`src/rtl/fft_fp_pkg.sv`:
```
// Shared FFT floating-point types: complex FP32 pairs, IEEE exception flags
// and the latency helper for the pipelined complex multiplier.
package fft_fp_pkg;

  localparam int FP_W = 32;

  typedef struct packed {
    logic [FP_W-1:0] re;
    logic [FP_W-1:0] im;
  } cplx_t;

  typedef struct packed {
    logic ovf;
    logic unf;
    logic inv;
  } fp_flags_t;

  function automatic int cmul_lat(input int l_mul, input int l_add);
    return l_mul + l_add;
  endfunction

endpackage

```
`src/rtl/rr_arbiter.sv`:
```
// Round-robin arbiter: one-hot grant among req, searching from last granted + 1.
// The pointer only moves when the caller reports that the grant was taken.
module rr_arbiter #(
  parameter int N = 2
) (
  input  logic                          clk,
  input  logic                          rst_n,
  input  logic [N-1:0]                  req,
  input  logic                          advance,
  output logic [N-1:0]                  grant,
  output logic [(N > 1 ? $clog2(N) : 1)-1:0] grant_id
);

  localparam int IW = (N > 1) ? $clog2(N) : 1;

  logic [IW-1:0] ptr;

  // Walk from the farthest offset back to the pointer so the nearest requester wins.
  always_comb begin
    grant    = '0;
    grant_id = '0;
    for (int i = N - 1; i >= 0; i--) begin
      if (req[(int'(ptr) + i) % N]) begin
        grant                         = '0;
        grant[(int'(ptr) + i) % N]    = 1'b1;
        grant_id                      = IW'((int'(ptr) + i) % N);
      end
    end
  end

  always_ff @(posedge clk or negedge rst_n) begin
    if (!rst_n) begin
      ptr <= '0;
    end else if (advance) begin
      ptr <= (grant_id == IW'(N - 1)) ? '0 : grant_id + IW'(1);
    end
  end

endmodule

```
`src/rtl/cmul_rr_sched.sv`:
```
// Shares one pipelined complex multiplier between N_REQ requesters: round-robin
// issue, a tag pipe that tracks the multiplier latency, response routing and sticky flags.
module cmul_rr_sched
  import fft_fp_pkg::*;
#(
  parameter int N_REQ = 2,
  parameter int TAG_W = 3,
  parameter int L_MUL = 2,
  parameter int L_ADD = 2
) (
  input  logic                   clk,
  input  logic                   rst_n,
  input  logic                   i_en,
  input  logic [N_REQ-1:0]       req_valid,
  output logic [N_REQ-1:0]       req_ready,
  input  logic [N_REQ*64-1:0]    req_a,
  input  logic [N_REQ*64-1:0]    req_b,
  input  logic [N_REQ*TAG_W-1:0] req_tag,
  output logic                   m_valid_in,
  output cplx_t                  m_a,
  output cplx_t                  m_b,
  input  logic                   m_valid_out,
  input  cplx_t                  m_p,
  input  logic                   m_ovf,
  input  logic                   m_unf,
  input  logic                   m_inv,
  output logic [N_REQ-1:0]       rsp_valid,
  output cplx_t                  rsp_p,
  output logic [TAG_W-1:0]       rsp_tag,
  output fp_flags_t              rsp_flags,
  input  logic                   flag_clr,
  output logic [N_REQ-1:0]       sticky_ovf,
  output logic [N_REQ-1:0]       sticky_unf,
  output logic [N_REQ-1:0]       sticky_inv,
  output logic                   sync_err,
  output logic                   idle
);

  localparam int LAT = cmul_lat(L_MUL, L_ADD);
  localparam int IDW = (N_REQ > 1) ? $clog2(N_REQ) : 1;

  typedef struct packed {
    logic             vld;
    logic [IDW-1:0]   id;
    logic [TAG_W-1:0] tag;
  } tag_ent_t;

  logic [N_REQ-1:0] grant;
  logic [IDW-1:0]   grant_id;
  logic [IDW-1:0]   iss_id;
  logic [TAG_W-1:0] iss_tag;
  tag_ent_t         pipe [LAT];
  tag_ent_t         tail;
  fp_flags_t        m_flags;
  logic             rsp_fire;
  logic [N_REQ-1:0] rsp_hit;

  rr_arbiter #(.N(N_REQ)) u_arb (
    .clk      (clk),
    .rst_n    (rst_n),
    .req      (req_valid & {N_REQ{i_en}}),
    .advance  (|grant),
    .grant    (grant),
    .grant_id (grant_id)
  );

  assign req_ready = grant;

  always_ff @(posedge clk or negedge rst_n) begin
    if (!rst_n) begin
      m_valid_in <= 1'b0;
      m_a        <= '0;
      m_b        <= '0;
      iss_id     <= '0;
      iss_tag    <= '0;
    end else begin
      m_valid_in <= |grant;
      if (|grant) begin
        m_a     <= req_a[int'(grant_id)*64 +: 64];
        m_b     <= req_b[int'(grant_id)*64 +: 64];
        iss_id  <= grant_id;
        iss_tag <= req_tag[int'(grant_id)*TAG_W +: TAG_W];
      end
    end
  end

  // Tag pipe runs in lockstep with the multiplier; its tail lines up with m_valid_out.
  always_ff @(posedge clk or negedge rst_n) begin
    if (!rst_n) begin
      for (int i = 0; i < LAT; i++) pipe[i] <= '0;
    end else begin
      pipe[0] <= '{vld: m_valid_in, id: iss_id, tag: iss_tag};
      for (int i = 1; i < LAT; i++) pipe[i] <= pipe[i-1];
    end
  end

  assign tail     = pipe[LAT-1];
  assign m_flags  = '{ovf: m_ovf, unf: m_unf, inv: m_inv};
  assign rsp_fire = m_valid_out & tail.vld;
  assign rsp_hit  = rsp_fire ? (N_REQ'(1) << tail.id) : '0;

  // A new flag in the same cycle as flag_clr survives the clear.
  always_ff @(posedge clk or negedge rst_n) begin
    if (!rst_n) begin
      rsp_valid  <= '0;
      rsp_p      <= '0;
      rsp_tag    <= '0;
      rsp_flags  <= '0;
      sticky_ovf <= '0;
      sticky_unf <= '0;
      sticky_inv <= '0;
      sync_err   <= 1'b0;
    end else begin
      rsp_valid <= rsp_hit;
      if (rsp_fire) begin
        rsp_p     <= m_p;
        rsp_tag   <= tail.tag;
        rsp_flags <= m_flags;
      end
      sticky_ovf <= (flag_clr ? '0 : sticky_ovf) | (rsp_hit & {N_REQ{m_flags.ovf}});
      sticky_unf <= (flag_clr ? '0 : sticky_unf) | (rsp_hit & {N_REQ{m_flags.unf}});
      sticky_inv <= (flag_clr ? '0 : sticky_inv) | (rsp_hit & {N_REQ{m_flags.inv}});
      sync_err   <= (sync_err & ~flag_clr) | (m_valid_out != tail.vld);
    end
  end

  always_comb begin
    idle = ~m_valid_in & ~(|rsp_valid);
    for (int i = 0; i < LAT; i++) idle = idle & ~pipe[i].vld;
  end

endmodule
```
`config.mk`:
```
export PLATFORM = sky130hd
export DESIGN_NAME = cmul_rr_sched
export DESIGN_NICKNAME = d
export VERILOG_FILES = /design/src/rtl/fft_fp_pkg.sv /design/src/rtl/rr_arbiter.sv /design/src/rtl/cmul_rr_sched.sv
export SDC_FILE = /design/constraint.sdc
export NUM_CORES = 1
export LEC_CHECK = 0
export CAP_MARGIN = 20
export CORE_AREA = 2 2 210 212
export DETAILED_ROUTE_END_ITERATION = 10
export DIE_AREA = 0 0 212 214
export PLACE_DENSITY = 0.54
export SLEW_MARGIN = 20
export SYNTH_ARGS = -nofsm -noshare
export SYNTH_HDL_FRONTEND = slang
export SYNTH_HIERARCHICAL = 1
export SYNTH_SLANG_ARGS = --single-unit
```
`constraint.sdc`:
```
create_clock -name clk -period 3.7 [get_ports clk]
set_input_delay 0.555 -clock clk [delete_from_list [all_inputs] [get_ports clk]]
set_output_delay 0.555 -clock clk [all_outputs]
set_load 0.1 [all_outputs]
```
# Word level (Yosys, flattened, before mapping)
# Index checks and enable logic that the tools add are counted.
# op_classes
addsub,2
multipliers,1
magnitude_cmp,4
eq_ne,1
shifts,4
muxes,18
bitwise,23
n_reduce_logical,4
# ops
operator,count
variable part select 128 x 8 -> 64 bit,2
2-to-1 mux 2 bit,6
2-to-1 mux 1 bit,10
AND 2 bit,4
AND 1 bit,7
inverter 1 bit,7
OR 2 bit,3
variable part select 6 x 4 -> 3 bit,1
OR reduction 2 bit,2
less-than comparator 2 x 3 -> 1 bit (second input constant),1
multiplier 1 x 2 -> 3 bit (second input constant),1
adder 1 bit (second input constant),2
demux 1 bit (select 1 bit),2
>= comparator 2 x 1 -> 1 bit (second input constant),1
logical AND 1 bit,2
less-than comparator 1 x 2 -> 1 bit (second input constant),1
<< shifter 1 x 1 -> 2 bit (first input constant),1
AND 1 bit (first input constant),1
>= comparator 1 bit (second input constant),1
inequality test 1 bit,1
OR 1 bit,1
# totals
reg_bits,233

# Logic depth before layout (Yosys ltp)
# depth
depth_word,9
depth_mapped,10
mapped_depth_nobuf,6

# Cells and area by module
# Netlist, hierarchy kept.
# by_module_without_submodules
module,n_inst,cells_per_inst,area_each_um2,seq_area_each_um2
cmul_rr_sched,1,780,10087.2,5805.6
rr_arbiter,1,7,63.8,25.0

# Worst setup path before layout
# Ideal clock, no wire load.
# synth_timing
kind,register to output
startpoint,register rsp_valid[1]
endpoint,output idle
arrival_ps,3772
t_required_ps,3145
path_slack_ps,-627
path_stages_with_launch,2
cell_sequence,dfrtp_1 > nor4_1
# synth_between
elab_chain_cells,7
# synth_lines
element,line_no,source
"start, declared",cmul_rr_sched.sv:27,"output logic [N_REQ-1:0] rsp_valid,"
"start signal, assigned",cmul_rr_sched.sv:114,rsp_valid <= rsp_hit;
OR reduction 2 bit,cmul_rr_sched.sv:128,idle = ~m_valid_in & ~(|rsp_valid);
inverter 1 bit,cmul_rr_sched.sv:128,
AND 1 bit,cmul_rr_sched.sv:128,
AND 1 bit (4 in a row),cmul_rr_sched.sv:129,for (int i = 0; i < LAT; i++) idle = idle & ~pipe[i].vld;
"end, declared",cmul_rr_sched.sv:36,output logic idle
# No other way between the ends.

# Final worst setup path
# layout_timing
startpoint,input i_en
endpoint,output req_ready[1]
# layout_between
elab_chain_cells,6
elab_cells_between_ends,8
classes_between,mux: 7; bitwise: 1
# layout_lines
element,line_no,source
"start, declared",cmul_rr_sched.sv:13,"input logic i_en,"
AND 2 bit (*),cmul_rr_sched.sv:61,".req (req_valid & {N_REQ{i_en}}),"
2-to-1 mux 1 bit (not written as such) (3 in a row),rr_arbiter.sv:23,if (req[(int'(ptr) + i) % N]) begin
2-to-1 mux 2 bit,rr_arbiter.sv:23,
2-to-1 mux 2 bit (*),rr_arbiter.sv:23,
"end, declared",cmul_rr_sched.sv:15,"output logic [N_REQ-1:0] req_ready,"
# Every way passes the cells marked *; elsewhere a longest branch is shown, timed or not. The select of a mux whose other input is x is not followed.

==> run summary <==
The fraction of layout cells with a size suffix above 1 was 16.88%. At the pin with the least slew margin, the transition time is 1109 ps. Yosys printed 6 warnings. The combinational share of power was 47.2%; the instance count of the mapped netlist was 787. For the max-slew violation total from the final report, the log shows 0. The overall die area was 45370 µm²; the synthesized netlist net count was 1124. In the final layout, flip-flops and latches occupy 5831 µm². Across every metal layer, demand over resource in global routing totals 15.66%. Row generation in the floorplan step produced 76 rows. Input and output buffers added on the ports amount to 546. The clock network burns 24.1% of the power. The number of setup violations in the final report is 0, and the effective utilization at floorplan is 23.67%.

Worst min-delay path class: in -> async. The total iterations of the first detailed-routing run is 4, and the net switching fraction of the power is 46.87%. For this run, the number of standard cells in the final layout without fillers is 1918. Number of vias in the routed layout: 8264.

The analysis attributes to net switching a power of 5.323 mW. The average wire per standard cell was 19.11 µm. The count of buffers added by post-CTS timing repair for setup came out at 0.

The clock passes through at most 3 buffers. In the layout the commonest cells are sky130_fd_sc_hd__clkdlybuf4s50_1 (541), sky130_fd_sc_hd__dfrtp_1 (233), sky130_fd_sc_hd__mux2i_1 (131), sky130_fd_sc_hd__nor3_1 (131), sky130_fd_sc_hd__mux2_2 (71). Entering global routing, the biggest net connects 123 pins. From bottom edge to top edge, the die measures 214 µm. The average vias per placed instance came out at 4.309. For the placeable core region, the log shows 42890 µm².

The most critical setup path has its startpoint at i_en. The logs give 28.16 ps for the worst-case clock skew and 1866 for the total instance count after detailed placement. Measured on the finished design, the core utilization comes to 40.07%.

The proportion of netlist area held by the largest area contributor came out at 57.44%. At the end of routability-driven placement, the weighted congestion stood at 0.7826. The die is 212 µm wide. The power density over cell area came out at 660.8 nW/µm². The root cell of the clock tree was sky130_fd_sc_hd__clkbuf_16. The tools report the achievable frequency as 0.3648 GHz. The count of state elements after synthesis is 233, and the average size of a mapped cell is 12.90 µm². H-tree depth: 1.

Wires add up to 36.65 mm. VDD sags by at most 0.3567 mV. For the worst setup path, the data arrival time is 2190 ps. The via count of the first global-routing pass is 8780, and the number of antenna violations at the first check in global routing is 0.

The tools report the hold violation count in the final report as 0. The later pin in the worst-skew pair is clocked with a latency of 570 ps. The worst setup path is captured at an output port.

In the final layout, the multi-input gates occupy 3970 µm². The tree built by TritonCTS fans out to 233 sinks. The peak fanout along the critical path was 108.

Subtracting the final worst setup slack from the clock period gives 2741 ps. The register area share after synthesis was 57.44%; the worst reg-to-reg path cell count was 5. Setup total negative slack on the finished layout was measured at 0 ps. The first routing iteration left 319 violations. The number of hold buffers added after CTS was 0. The clock transition at the registers of the reported paths was 60 ps. The count of unique library cells instantiated by Yosys was 28.

The run finished with clean final reports. The worst setup path is of the in -> out kind. For the total CTS buffers, the log shows 28. The part of the total power dissipated in sequential elements is 28.6%, and the HPWL reported at the end of detailed placement is 26.63 mm. sky130_fd_sc_hd__dfrtp_1 takes more of the synthesized area than any other cell. Ranked by total cell area, the synthesized netlist is headed by sky130_fd_sc_hd__dfrtp_1 (57%), sky130_fd_sc_hd__mux2i_1 (13%), sky130_fd_sc_hd__mux2_2 (7.9%). Post-synth design cell area: 10150 µm². The number of gates resized after CTS is 0.

Setup repair after global routing left no endpoint under its margin. Pin placement for this block handled 547 I/O pins. The logs give 4162 for the number of fill cells and 6.638 nW for the leakage power of the design. For the internal power of the cells, the log shows 6.033 mW. In this run the critical register-to-register path is launched from u_arb/ptr. After detailed routing, the number of remaining DRC violations is 0. Compared with the post-synthesis result, the final layout area differs by 69.30%.

For this run the aggregate overflow at the end of global routing stands at 0. For this run, the post-layout net count is 1648. Data on the critical path is required at its endpoint by 3140 ps. Across the run, the number of max-cap violations was 0. Startpoint type of the worst setup path: a primary input.

The worst slew slack as a fraction of its limit is 25.81%. The first global-routing pass estimated 55.06 mm of wire. 0 antenna diodes ended up in the layout. After layout, the worst path uses 74.08% of the clock period. In this run the remaining antenna-violating nets after routing total 0. TritonCTS built the clock tree. The library cell used most frequently in the layout, excluding fill and tap cells, is sky130_fd_sc_hd__clkdlybuf4s50_1.
stage by stage:
step	hold slack [ps]	total power [mW]	cell area, µm²	worst slack [ps]
final	43.52	11.36	17190	959.1
after global routing	107.0	11.80	17190	836.6
after detailed placement	334.7	8.696	16260	919.4
after floorplan	259.4	7.102	10160	329.6
after global placement	331.5	8.674	16260	914.3
after CTS	68.91	11.53	17190	905.1
layer usage:
layer  global-route usage (%)  wire (µm)  share of wire (%)
met1                    18.78      14750                 40
met2                    27.25      18040                 49
met3                    4.779       3046                8.3
met4                    3.709        810                2.2
met5                        0          0                  0
cell usage after synthesis:
cell type,n
sky130_fd_sc_hd__a21boi_0,1
sky130_fd_sc_hd__a21o_1,1
sky130_fd_sc_hd__a21oi_1,51
sky130_fd_sc_hd__a21oi_2,70
sky130_fd_sc_hd__a21oi_4,10
sky130_fd_sc_hd__a22o_1,6
sky130_fd_sc_hd__a31oi_1,1
sky130_fd_sc_hd__and2_1,3
sky130_fd_sc_hd__and2_2,1
sky130_fd_sc_hd__buf_1,1
sky130_fd_sc_hd__buf_2,25
sky130_fd_sc_hd__buf_4,2
sky130_fd_sc_hd__buf_6,8
sky130_fd_sc_hd__buf_8,1
sky130_fd_sc_hd__clkbuf_1,31
sky130_fd_sc_hd__clkbuf_2,1
sky130_fd_sc_hd__dfrtp_1,233
sky130_fd_sc_hd__ha_1,1
sky130_fd_sc_hd__inv_1,1
sky130_fd_sc_hd__mux2_2,71
sky130_fd_sc_hd__mux2i_1,131
sky130_fd_sc_hd__nand2b_1,1
sky130_fd_sc_hd__nor2_1,1
sky130_fd_sc_hd__nor2b_1,1
sky130_fd_sc_hd__nor3_1,131
sky130_fd_sc_hd__nor4_1,1
sky130_fd_sc_hd__or2_1,1
sky130_fd_sc_hd__or4_1,1
state kept, by name, summed over array words and instances, names as in the netlist, 2 cells and up:
| signal | count |
|---|---|
| rsp_flags | 3 |
| pipe | 20 |
| sticky_ovf | 2 |
| rsp_valid | 2 |
| sticky_unf | 2 |
| rsp_tag | 3 |
| iss_tag | 3 |
| sticky_inv | 2 |
| m_a | 64 |
| m_b | 64 |
| rsp_p | 64 |
kinds of logic after synthesis:
logic type                 share of synthesized area, %
DFF                                               57.44
and+or+nand+nor                                   7.075
adders and majority gates                        0.1232
buffers and inverters                             3.685
muxes                                             20.79
AOI/OAI and AO/OA                                 10.88
final timing paths:
| path | end | slack, ps |
|---|---|---|
| max | req_ready[1] | 960 |
| min | rsp_p[37] | 40 |
| max reg2reg | m_b[14] | 1750 |
| min reg2reg | pipe[10] | 320 |
| max in group asynchronous | pipe[15] | 2600 |
| min in group clk | pipe[10] | 320 |
cell type report:
class | instances | share of cell area, %
sequential | 233 | 33.93
timing repair buffer | 563 | 33.30
clock inverter | 11 | 0.5606
multi-input combinational | 484 | 23.10
clock buffer | 41 | 4.827
tap | 585 | 4.259
inverter | 1 | 0.02184
power groups by stage:
stage / logic (mW) / clock network [mW] / registers [mW]
2_1_floorplan: 0.751 / 0 / 6.35
3_3_place_gp: 5.40 / 0 / 3.28
3_5_place_dp: 5.41 / 0 / 3.29
4_1_cts: 5.41 / 2.86 / 3.25
5_1_grt: 5.54 / 2.95 / 3.31
6_report: 5.36 / 2.74 / 3.25
critical path: stages:
cell and delay, ps:
sky130_fd_sc_hd__clkdlybuf4s50_1 460, sky130_fd_sc_hd__and2_1 220, sky130_fd_sc_hd__and2_4 230, sky130_fd_sc_hd__buf_12 420, sky130_fd_sc_hd__buf_12 250
(Power assumes the default switching activity.)
==> variant 1, RTL diff (same settings) <==
Put one more register stage on the output `rsp_flags`, without a reset. The value now appears one clock later. The other outputs are not delayed to match.
--- a/src/rtl/cmul_rr_sched.sv
+++ b/src/rtl/cmul_rr_sched.sv
@@ -44,6 +44,8 @@
     logic [IDW-1:0]   id;
     logic [TAG_W-1:0] tag;
   } tag_ent_t;
+
+  fp_flags_t rsp_flags_s0;
 
   logic [N_REQ-1:0] grant;
   logic [IDW-1:0]   grant_id;
@@ -105,7 +107,7 @@
       rsp_valid  <= '0;
       rsp_p      <= '0;
       rsp_tag    <= '0;
-      rsp_flags  <= '0;
+      rsp_flags_s0 <= '0;
       sticky_ovf <= '0;
       sticky_unf <= '0;
       sticky_inv <= '0;
@@ -115,7 +117,7 @@
       if (rsp_fire) begin
         rsp_p     <= m_p;
         rsp_tag   <= tail.tag;
-        rsp_flags <= m_flags;
+        rsp_flags_s0 <= m_flags;
       end
       sticky_ovf <= (flag_clr ? '0 : sticky_ovf) | (rsp_hit & {N_REQ{m_flags.ovf}});
       sticky_unf <= (flag_clr ? '0 : sticky_unf) | (rsp_hit & {N_REQ{m_flags.unf}});
@@ -129,4 +131,8 @@
     for (int i = 0; i < LAT; i++) idle = idle & ~pipe[i].vld;
   end
 
+  always_ff @(posedge clk) begin
+    rsp_flags <= rsp_flags_s0;
+  end
+
 endmodule
Formal check against the unedited RTL: no difference found for any inputs over 4 cycles, from zero or initial values and one cycle with rst_n low; that may be too few to reach the edited logic, so the function may still have changed.
==> variant 1 against the original RTL <==
Setup slack gained 0.0071 ns. Critical path type is now flop to output pin. Sequential cell count grew 3. Clock skew shrank 0.014 ns. Global-route usage grew 0.069 points. Final area grew 1.1%. Combinational power is essentially flat. Via count grew 0.24%. Synthesized area grew 0.59%. Routed wire length grew 1.6%. Power grew 2.8%. Fmax grew 0.26%.
==> variant 1: results (changes against the original RTL) <==
----------------------------------------------------
[Global route]
  Tot GR Track Use ... 15.7% (about the same)
  Pin count of the biggest net entering global routing ... 107 (was 123)
  Initial antenna violation count ... 0 (unchanged)
  Global-route wire length before repair ... 54900 µm (was 55100 µm)
  Via count of the first global-routing pass ... 8698 (was 8780)

[Yosys]
  Distinct cell type count of the synthesized netlist ... 29 (was 28)
  Synthesized instance count ... 790 (was 787)
  Main area contributors after synthesis ... sky130_fd_sc_hd__dfrtp_1, sky130_fd_sc_hd__mux2i_1, sky130_fd_sc_hd__mux2_2, sky130_fd_sc_hd__nor3_1, sky130_fd_sc_hd__a21oi_2 (unchanged)
  Commonest cells in the netlist ... sky130_fd_sc_hd__dfrtp_1, sky130_fd_sc_hd__mux2i_1, sky130_fd_sc_hd__nor3_1 (unchanged)
  Sequential element share of the synthesized area ... 57.7% (was 57.4%)
  Count of warnings emitted by yosys ... 6 (unchanged)
  Post-synthesis net count ... 1127 (was 1124)
  Asr flop ratio synth ... 98.7% (was 100%)

[Worst setup path]
  Largest incremental delay on the critical path ... 1.23 ns (was 0.46 ns)
  Gate family responsible for the most delay along the worst path ... buffers and inverters (unchanged)
  Arrival time of the worst setup path ... 2.18 ns
  Reg-to-reg critical path endpoint ... iss_tag[1] (was m_b[14])
  Cell count of the worst reg-to-reg path ... 5 (unchanged)
  Critical path peak fanout ... 2 (was 108)

[Hold path]
  HP Class ... primary input to async pin (unchanged)

[Run status]
  Result of the run ... finished, final reports clean (unchanged)

[Final layout]
  Count of antenna diodes in the layout ... 0 (unchanged)
  Fraction of layout cells with a size suffix above 1 ... 16.8% (was 16.9%)
  Final instance count without filler cells ... 1924 (was 1918)
  Net count, final ... 1654 (was 1648)
  Syn-to-layout area delta ... 70.2% (was 69.3%)
  Largest regs ... m_a x64, m_b x64, rsp_p x64 (unchanged)
  Number of filler instances in the final layout ... 4096 (was 4162)

[Clock tree]
  Maximum clock insertion buffer count ... 3 (unchanged)
  Later-pin clock latency in the skew report ... 0.57 ns (about the same)
  Number of buffers added by the clock tree synthesis step ... 29 (was 28)
  Setup bufs post-CTS ... 0 (unchanged)

[Pwr]
  Leakage power ... 0.00672 µW (was 0.00664 µW)
  Worst VDD drop ... 0.000378 V (was 0.000357 V)

[Drt]
  DRC violation total after the first TritonRoute iteration ... 336 (was 319)
  First-pass detailed-route iteration total ... 5 (was 4)
  Antenna-violating nets left ... 0 (unchanged)
  Routed vias ... 8284 (was 8264)
  Total wire length ... 37200 µm (was 36700 µm)

[STA]
  Worst-margin pin slew ... 1.11 ns (about the same)
  Skew final ... 0.0138 ns (was 0.0282 ns)
  Worst slack on hold paths ... 0.0410 ns (was 0.0435 ns)

[Placed design]
  Detailed Place HPWL ... 27200 µm (was 26600 µm)
  Routability Congestion ... 0.774 (was 0.783)
  Number of port buffers ... 546 (unchanged)

----------------------------------------------------
[variant 1: cell type report]
cell class / count / share of cell area, %
Inverter: 1 / 0.0216
Clock inverter: 8 / 0.771
Multi-Input combinational cell: 484 / 22.9
Clock buffer: 45 / 5.04
Timing Repair Buffer: 565 / 33.2
Sequential cell: 236 / 33.9
Tap cell: 585 / 4.21
[variant 1: report_power, final]
group,switching [µW],internal (µW)
sequential,243,3050
clock,1160,1830
combinational,3970,1410
total,5380,6290
[variant 1: layer usage]
metal	up-vias	GRT usage, %	part of all wire (%)
met2	318	27.3	50
li1	3916	-	-
met4	0	3.24	1.5
met5	-	0	0
met3	35	4.65	8.3
met1	4015	19.2	41
[variant 1: worst max path at each step]
stage	from	endpoint	cells past startpoint	slack (ns)
2_1_floorplan	req_valid[1]	u_arb/ptr	8	0.33
3_3_place_gp	i_en	iss_tag[1]	7	0.97
3_5_place_dp	i_en	iss_tag[1]	7	0.95
4_1_cts	rsp_valid[1]	rsp_valid[1]	1	0.89
5_1_grt	rsp_valid[1]	rsp_valid[1]	1	0.89
6_report	rsp_valid[1]	rsp_valid[1]	1	0.97
[variant 1: logic make-up (layout without fill, tap and decap cells)]
family                   after synthesis  count (layout)  share of synthesized area (%)
AO/OA/AOI/OAI                        140             140                           10.8
adder cells (fa/ha/maj)                1               1                          0.123
buffers and inverters                 70             619                           3.66
AND/OR/NAND/NOR                      141             141                           7.03
multiplexers                         202             202                           20.7
flip-flops                           236             236                           57.7
[variant 1: stage by stage]
stage                     area [µm²]  setup WS [ns]  power, µW
after floorplan                10200          0.330       7140
after global placement         16400          0.969       8740
after detailed placement       16400          0.946       8760
after CTS                      17400          0.891      11800
after global routing           17400          0.890      12100
final                          17400          0.966      11700
==> variant 2, RTL diff (same flow settings) <==
Without the edit above. Set the parameter `TAG_W` to 2 (it was 3).
--- a/src/rtl/cmul_rr_sched.sv
+++ b/src/rtl/cmul_rr_sched.sv
@@ -4,7 +4,7 @@
   import fft_fp_pkg::*;
 #(
   parameter int N_REQ = 2,
-  parameter int TAG_W = 3,
+  parameter int TAG_W = 2,
   parameter int L_MUL = 2,
   parameter int L_ADD = 2
 ) (
Interface: changed (resized req_tag and rsp_tag); port bits go from 547 to 544. The function was not compared with the original's and may differ.
==> variant 2 against the original RTL <==
Critical path depth decreased by 4. Setup slack improved by 0.047 ns. Power decreased by 2.4%. Global-route usage is 0.91 points lower. Largest cell class is now buffers. Routed wire length fell by 4.2%. Synthesized area down 3.6%. Sequential power is 2% lower. Final area down 2.4%. Sequential cell count down 6.
==> variant 2: results (changes against the original RTL) <==
----------------------------------------------------
[Global route]
  Global-route wire length before repair ... 51900 µm (was 55100 µm)
  Initial antenna violation count ... 0 (unchanged)
  Tot GR Track Use ... 14.8% (was 15.7%)
  Pin count of the biggest net entering global routing ... 90 (was 123)
  Via count of the first global-routing pass ... 8508 (was 8780)

[Placed design]
  Detailed Place HPWL ... 26100 µm (was 26600 µm)
  Number of port buffers ... 543 (was 546)
  Routability Congestion ... 0.813 (was 0.783)

[Final layout]
  Fraction of layout cells with a size suffix above 1 ... 12.6% (was 16.9%)
  Net count, final ... 1637 (was 1648)
  Count of antenna diodes in the layout ... 0 (unchanged)

[Yosys]
  Mux share of post-synthesis cell area ... 21.3% (was 20.8%)
  Synthesized-area fraction occupied by ao, oa, aoi and oai cells ... 9.32% (was 10.9%)
  Distinct cell type count of the synthesized netlist ... 26 (was 28)
  Commonest cells in the netlist ... sky130_fd_sc_hd__dfrtp_1, sky130_fd_sc_hd__mux2i_1, sky130_fd_sc_hd__nor3_1 (unchanged)
  Sequential element share of the synthesized area ... 58.0% (was 57.4%)
  Synthesized cell area ... 9790 µm² (was 10200 µm²)
  Post-synthesis share of cell area spent on full adders, half adders and majority gates ... 0.128% (was 0.123%)
  Post-synthesis net count ... 1112 (was 1124)
  Main area contributors after synthesis ... sky130_fd_sc_hd__dfrtp_1, sky130_fd_sc_hd__mux2i_1, sky130_fd_sc_hd__mux2_2, sky130_fd_sc_hd__nor3_1, sky130_fd_sc_hd__a21oi_1 (was sky130_fd_sc_hd__dfrtp_1, sky130_fd_sc_hd__mux2i_1, sky130_fd_sc_hd__mux2_2, sky130_fd_sc_hd__nor3_1, sky130_fd_sc_hd__a21oi_2)

[STA]
  Skew final ... 0.0111 ns (was 0.0282 ns)
  Worst-margin pin slew ... 1.12 ns (was 1.11 ns)

[Run status]
  Result of the run ... finished, final reports clean (unchanged)

[Worst setup path]
  Worst reg2reg setup slack ... 1.55 ns (was 1.75 ns)
  Critical path peak fanout ... 2 (was 108)
  Largest incremental delay on the critical path ... 1.24 ns (was 0.46 ns)
  Reg-to-reg critical path endpoint ... m_a[33] (was m_b[14])
  Origin of the worst setup path ... m_a[35] (was i_en)
  Capturing instance or port of the critical path ... m_a[35] (was req_ready[1])

[Clock tree]
  Number of buffers added by the clock tree synthesis step ... 28 (unchanged)
  Later-pin clock latency in the skew report ... 0.55 ns (was 0.57 ns)

[Pwr]
  Worst VDD drop ... 0.000363 V (was 0.000357 V)
  Leakage power ... 0.00651 µW (was 0.00664 µW)

[Drt]
  DRC violation total after the first TritonRoute iteration ... 351 (was 319)

----------------------------------------------------
-- variant 2: cells by family after synthesis --
group,Yosys count
AO/OA/AOI/OAI,139
adder cells (fa/ha/maj),1
buffers and inverters,70
flip-flops,227
multiplexers,200
AND/OR/NAND/NOR,140
-- variant 2: layer usage --
| metal | global-route usage [%] | vias up | routed length, µm |
|---|---|---|---|
| li1 | - | 3868 | - |
| met1 | 17.2 | 3982 | 14000 |
| met2 | 26.5 | 318 | 17700 |
| met3 | 3.72 | 44 | 2640 |
| met4 | 4.23 | 0 | 746 |
| met5 | 0 | - | 0 |
-- variant 2: power by group --
| part | switching (µW) | total (µW) | leakage [µW] | internal (µW) |
|---|---|---|---|---|
| Combinational | 3890 | 5270 | 0.00350 | 1370 |
| Sequential | 237 | 3170 | 0.00259 | 2930 |
| Clock | 1060 | 2640 | 0.000419 | 1580 |
| Total | 5200 | 11100 | 0.00651 | 5880 |
-- variant 2: how the worst min path moves through the flow --
stage | cells past startpoint | to | slack [ns] | from
finish | 1 | m_a[0] | 0.04 | rst_n
global route | 1 | m_b[60] | 0.08 | rst_n
CTS | 1 | rsp_p[24] | 0.04 | rst_n
detailed placement | 0 | pipe[1] | 0.33 | pipe[5]
global placement | 0 | pipe[1] | 0.33 | pipe[5]
floorplan | 0 | iss_id | 0.26 | rst_n
-- variant 2: cell type report --
type / count / area, µm²
Clock buffer: 44 / 781
Clock inverter: 6 / 93.8
Fill cell: 4234 / 26100
Inverter: 1 / 3.75
Multi-Input combinational cell: 480 / 3750
Sequential cell: 227 / 5680
Tap cell: 585 / 732
Timing Repair Buffer: 564 / 5730
-- variant 2: through the flow --
step                      total power (µW)  setup slack [ns]  area, µm²  utilization (%)  cells
after CTS                            11200             0.946      16800             39.1   1907
after global placement                8490             0.837      15900             37.1   1857
after floorplan                       6940             0.355       9800                -    777
after global routing                 11500             0.940      16800             39.1   1907
after detailed placement              8510             0.794      15900             37.1   1857
final                                11100              1.01      16800             39.1   1907
